**src/rtl/ru_write_arbiter.sv**
```systemverilog
// Register-unit write-port arbiter: two one-entry holding buffers, fixed
// priority to source 0 with a starvation limit for source 1, registered
// write port and a pending-write mask for RAW hazard stalls.
module ru_write_arbiter #(
  parameter int unsigned STARVE_LIMIT = 3
) (
  input  logic        CLK,
  input  logic        RST,
  input  logic        req0_valid,
  input  logic [4:0]  req0_rd,
  input  logic [31:0] req0_data,
  output logic        req0_ready,
  input  logic        req1_valid,
  input  logic [4:0]  req1_rd,
  input  logic [31:0] req1_data,
  output logic        req1_ready,
  output logic [4:0]  RUrd,
  output logic [31:0] RUDatawr,
  output logic        RUWr,
  output logic [31:0] pending
);

  localparam int unsigned RD_W   = 5;
  localparam int unsigned DATA_W = 32;
  localparam int unsigned CNT_W  = 4;
  localparam int unsigned NREG   = 32;
  localparam int unsigned NSRC   = 2;

  logic [NSRC-1:0]   r_hold_valid;
  logic [RD_W-1:0]   r_hold_rd   [NSRC];
  logic [DATA_W-1:0] r_hold_data [NSRC];
  logic [CNT_W-1:0]  r_starve_cnt;
  logic              r_ru_wr;
  logic [RD_W-1:0]   r_ru_rd;
  logic [DATA_W-1:0] r_ru_data;

  logic [NSRC-1:0]   w_valid;
  logic [NSRC-1:0]   w_grant;
  logic [NSRC-1:0]   w_ready;
  logic [NSRC-1:0]   w_accept;
  logic [RD_W-1:0]   w_in_rd   [NSRC];
  logic [DATA_W-1:0] w_in_data [NSRC];
  logic [NREG-1:0]   w_pending;
  logic              w_starved;

  // Grant, ready and accept decode from the held state; x0 writes are dropped.
  always_comb begin
    w_valid      = {req1_valid, req0_valid};
    w_in_rd[0]   = req0_rd;
    w_in_rd[1]   = req1_rd;
    w_in_data[0] = req0_data;
    w_in_data[1] = req1_data;
    w_starved    = (r_starve_cnt == CNT_W'(STARVE_LIMIT));
    w_grant      = '0;
    w_grant[1]   = r_hold_valid[1] && (!r_hold_valid[0] || w_starved);
    w_grant[0]   = r_hold_valid[0] && !w_grant[1];
    w_ready      = ~r_hold_valid | w_grant;
    w_accept     = '0;
    for (int i = 0; i < int'(NSRC); i++) begin
      w_accept[i] = w_valid[i] && w_ready[i] && (w_in_rd[i] != '0);
    end
  end

  // Holding buffers: a new accept replaces a granted entry in the same cycle.
  always_ff @(posedge CLK) begin
    if (RST) begin
      r_hold_valid <= '0;
      for (int i = 0; i < int'(NSRC); i++) begin
        r_hold_rd[i]   <= '0;
        r_hold_data[i] <= '0;
      end
    end else begin
      for (int i = 0; i < int'(NSRC); i++) begin
        if (w_accept[i]) begin
          r_hold_valid[i] <= 1'b1;
          r_hold_rd[i]    <= w_in_rd[i];
          r_hold_data[i]  <= w_in_data[i];
        end else if (w_grant[i]) begin
          r_hold_valid[i] <= 1'b0;
        end
      end
    end
  end

  // Count consecutive losses of a held source-1 entry; saturate at the limit.
  always_ff @(posedge CLK) begin
    if (RST) begin
      r_starve_cnt <= '0;
    end else if (!r_hold_valid[1] || w_grant[1]) begin
      r_starve_cnt <= '0;
    end else if (w_grant[0] && !w_starved) begin
      r_starve_cnt <= r_starve_cnt + CNT_W'(1);
    end
  end

  // Registered write port; address/data keep their last value when idle.
  always_ff @(posedge CLK) begin
    if (RST) begin
      r_ru_wr   <= 1'b0;
      r_ru_rd   <= '0;
      r_ru_data <= '0;
    end else if (w_grant[1]) begin
      r_ru_wr   <= 1'b1;
      r_ru_rd   <= r_hold_rd[1];
      r_ru_data <= r_hold_data[1];
    end else if (w_grant[0]) begin
      r_ru_wr   <= 1'b1;
      r_ru_rd   <= r_hold_rd[0];
      r_ru_data <= r_hold_data[0];
    end else begin
      r_ru_wr   <= 1'b0;
    end
  end

  // Pending mask covers both holding buffers and the write on the port.
  always_comb begin
    w_pending = '0;
    for (int unsigned r = 1; r < NREG; r++) begin
      w_pending[r] = (r_hold_valid[0] && (r_hold_rd[0] == RD_W'(r))) ||
                     (r_hold_valid[1] && (r_hold_rd[1] == RD_W'(r))) ||
                     (r_ru_wr && (r_ru_rd == RD_W'(r)));
    end
  end

  assign req0_ready = w_ready[0];
  assign req1_ready = w_ready[1];
  assign RUWr       = r_ru_wr;
  assign RUrd       = r_ru_rd;
  assign RUDatawr   = r_ru_data;
  assign pending    = w_pending;

endmodule

```
**config.mk**
```make
export PLATFORM = sky130hd
export DESIGN_NAME = ru_write_arbiter
export DESIGN_NICKNAME = d
export VERILOG_FILES = /design/src/rtl/ru_write_arbiter.sv
export SDC_FILE = /design/constraint.sdc
export NUM_CORES = 1
export LEC_CHECK = 0
export ABC_AREA = 1
export BUFFER_PORTS_ARGS = -buffer_cell sky130_fd_sc_hd__buf_2
export CAP_MARGIN = 10
export CORE_MARGIN = 2
export CORE_UTILIZATION = 40
export CTS_CLUSTER_DIAMETER = 80
export DETAILED_ROUTE_END_ITERATION = 16
export GPL_ROUTABILITY_DRIVEN = 0
export HOLD_SLACK_MARGIN = 0.05
export SETUP_SLACK_MARGIN = 0.3
export SYNTH_ARGS = -nofsm -noshare
export SYNTH_HDL_FRONTEND = slang
export SYNTH_SLANG_ARGS = --single-unit
```
**constraint.sdc**
```tcl
create_clock -name CLK -period 3.3 [get_ports CLK]
set_input_delay 0.165 -clock CLK [delete_from_list [all_inputs] [get_ports CLK]]
set_output_delay 0.165 -clock CLK [all_outputs]
set_load 0.02 [all_outputs]
```
==> flow_summary.json <==
{
  "stdcell_count": 1131,
  "cap_violations": 0,
  "antenna_found_initial": 0,
  "yosys_warnings": 0,
  "antenna_cells": 0,
  "dp_cells": 1083,
  "yosysTopAreaCellShare_pct": 35.35,
  "status": "finished, final reports clean",
  "slew_headroom_pct": 25.85,
  "cts_tree": "yes",
  "async_flop_share_pct": 0,
  "die_h_um": 129.4,
  "placedInstanceArea_um2": 7037,
  "critical_path_class": "reg -> reg",
  "arrival_ns": 2.39,
  "crit_fanout": 75,
  "ir_drop_mv": 0.3833,
  "period_share_pct": 68.74,
  "synth_mux_area_share_pct": 0,
  "slowest_delay_ns": 0.77,
  "setup_tns_ns": 0,
  "final_layout_size_suffix_gt1_share_pct": 25.33,
  "clockBufferDepth": 2,
  "cts_setup_buffers": 0,
  "synth_top_family_by_area": "simple AND/OR/NAND/NOR gates",
  "synthesis.nets": 844,
  "synth_compound_area_share_pct": 12.98,
  "dp_hpwl_um": 10680,
  "post_cts_hold_buffer_count": 16,
  "drtIter0Drc": 440,
  "drt_wl_total_um": 16830,
  "drtAntennaViolNets": 0,
  "ys_top_cells_by_area": "edfxtp_1 35%, dfxtp_1 14%, nand2_1 10%",
  "via_per_inst": 4.917,
  "setup.worst_path.start_class": "flip-flop",
  "hold_viol_final": 0,
  "synth-xor-area-share_pct": 0,
  "path_cells": "ha_1, nand2_1, nand3_2, nand3b_4, buf_4, a21oi_1",
  "maxSlewViolCount": 0,
  "worst_pin_slew_ns": 1.108,
  "synth.most_common_cell": "nand2_1",
  "hold_path.class": "in -> reg",
  "clk-insertion-delay-late_ns": 0.41,
  "ys_top_cells_by_count": "168 x nand2_1, 106 x inv_1, 85 x nand3_1",
  "crit_family": "buffers and inverters",
  "p_per_area_nw_per_um2": 529.6,
  "synth-simple-area-share_pct": 25.68,
  "design.die.area_um2": 16730,
  "coreArea_um2": 15260,
  "grt_pass1_vias": 5288,
  "netlist_instances": 765,
  "critPathBufInv": 1,
  "cp.required_ns": 3.43,
  "min_period_ns": 2.268,
  "fin_util_pct": 50.87,
  "root_buffer": "clkbuf_16",
  "cts_buffers": 17,
  "drc_errors": 0,
  "power_leakage_nw": 3.601,
  "ys_seq_area_share_pct": 49.36,
  "rsz0062_at_grt": "false",
  "routed-via-count": 5561,
  "synth_edf_count": 74,
  "setup_viol": 0,
  "htree_levels": 4,
  "synth.largest_area_cell": "edfxtp_1",
  "grt_overflow": 0,
  "fin_area_um2": 7762,
  "cp_slowest_cell": "buf_4",
  "io_buffer_count": 148,
  "ys_ff_latch": 118,
  "start_util_pct": 41.20,
  "end_kind": "flip-flop",
  "grt_pass1_wl_um": 26720,
  "fmax_mhz": 440.8,
  "synth_top_flop_cell": "edfxtp_1",
  "routedWlPerCell_um": 14.88,
  "synth_area_um2": 6286,
  "ios": 150,
  "dieWidth_um": 129.4,
  "track_usage_pct": 20.60,
  "synth_adder_area_share_pct": 0.1990,
  "power_mw": 4.111,
  "syn_avg_cell_area_um2": 8.217,
  "area_growth_pct": 23.49,
  "cts.sinks": 118,
  "first_pass_iters": 5,
  "post_cts_resized": 0,
  "clkTransAtPathRegs_ns": 0.05,
  "fin_skew_ns": 0.005313,
  "placementRows": 45,
  "fin_nets": 986,
  "grt_max_degree": 76,
  "synth.distinct_cells": 26
}
## worst register-to-register path, cell delays in order (launching register included)
cell and delay (ns):
dfxtp_1 0.32, ha_1 0.25, nand2_1 0.13, nand3_2 0.11, nand3b_4 0.11, buf_4 0.77
a21oi_1 0.28
## registers in the layout, summed over array words and instances, names as in the netlist
| name | cells |
|---|---|
| r_starve_cnt | 4 |
| r_hold_data | 64 |
| r_hold_rd | 10 |
| r_hold_valid | 2 |
| RUrd | 5 |
| RUWr | 1 |
| RUDatawr | 32 |
## routing by layer
layer,part of all wire (%),vias to the layer above,wire length [µm],global-route usage [%]
met1,44,2562,7340,26.28
met3,5.5,24,925,4.211
met2,49,186,8241,34.67
li1,-,2789,-,-
met5,0,-,0,0
met4,1.9,0,319,7.545
## stage by stage
stage,setup WS (ns),hold slack (ns)
after global routing,0.8492,0.05865
after detailed placement,1.043,0.4046
final,1.032,0.06392
after global placement,1.117,0.4058
after floorplan,0.9101,0.2341
after CTS,1.031,0.05069
## logic make-up (layout without fill, tap and decap cells)
group,count (synthesis),after routing
AOI/OAI and AO/OA,134,134
buffers and inverters,157,312
other,1,1
adders and majority gates,1,1
and+or+nand+nor,354,354
DFF,118,118
## cell usage in the layout, fill, tap and decap left out, drive strengths merged
| cell type | instances |
|---|---|
| nand2 | 168 |
| buf | 156 |
| inv | 108 |
| a21oi | 104 |
| nand3 | 86 |
| edfxtp | 74 |
| nor2 | 60 |
| dfxtp | 44 |
| nand3b | 34 |
| o21ai | 29 |
| clkbuf | 20 |
| dlygate4sd3 | 16 |
| clkinv | 8 |
| nand4 | 6 |
| bufinv | 2 |
| clkinvlp | 2 |
| o31ai | 1 |
| ha | 1 |
| conb | 1 |
## report_power, final
group          internal (mW)  switching (mW)  total [mW]
Sequential              1.71          0.0626        1.77
Clock                   1.13           0.635        1.77
Combinational          0.193           0.381       0.574
Total                   3.03            1.08        4.11
## final cells by class
type | count | area (µm²)
clock buffer | 20 | 456.7
clock inverter | 12 | 108.9
fill | 1488 | 7496
inverter | 108 | 405.4
multi-input combinational | 490 | 2462
sequential | 118 | 3104
tap | 211 | 264.0
timing repair buffer | 172 | 960.9
## worst paths after layout
check | to | slack [ns] | cells after the start | startpoint
setup / recovery | r_hold_data[0][51]$_SDFFCE_PN0P_ | 1.03 | 6 | r_starve_cnt[0]$_SDFFE_PP0P_
hold / removal | r_hold_data[0][46]$_SDFFCE_PN0P_ | 0.06 | 3 | req1_data[14]
setup reg to reg | r_hold_data[0][51]$_SDFFCE_PN0P_ | 1.03 | 6 | r_starve_cnt[0]$_SDFFE_PP0P_
hold reg to reg | r_starve_cnt[0]$_SDFFE_PP0P_ | 0.45 | 1 | r_starve_cnt[0]$_SDFFE_PP0P_
Power figures use the tool's default switching activity.
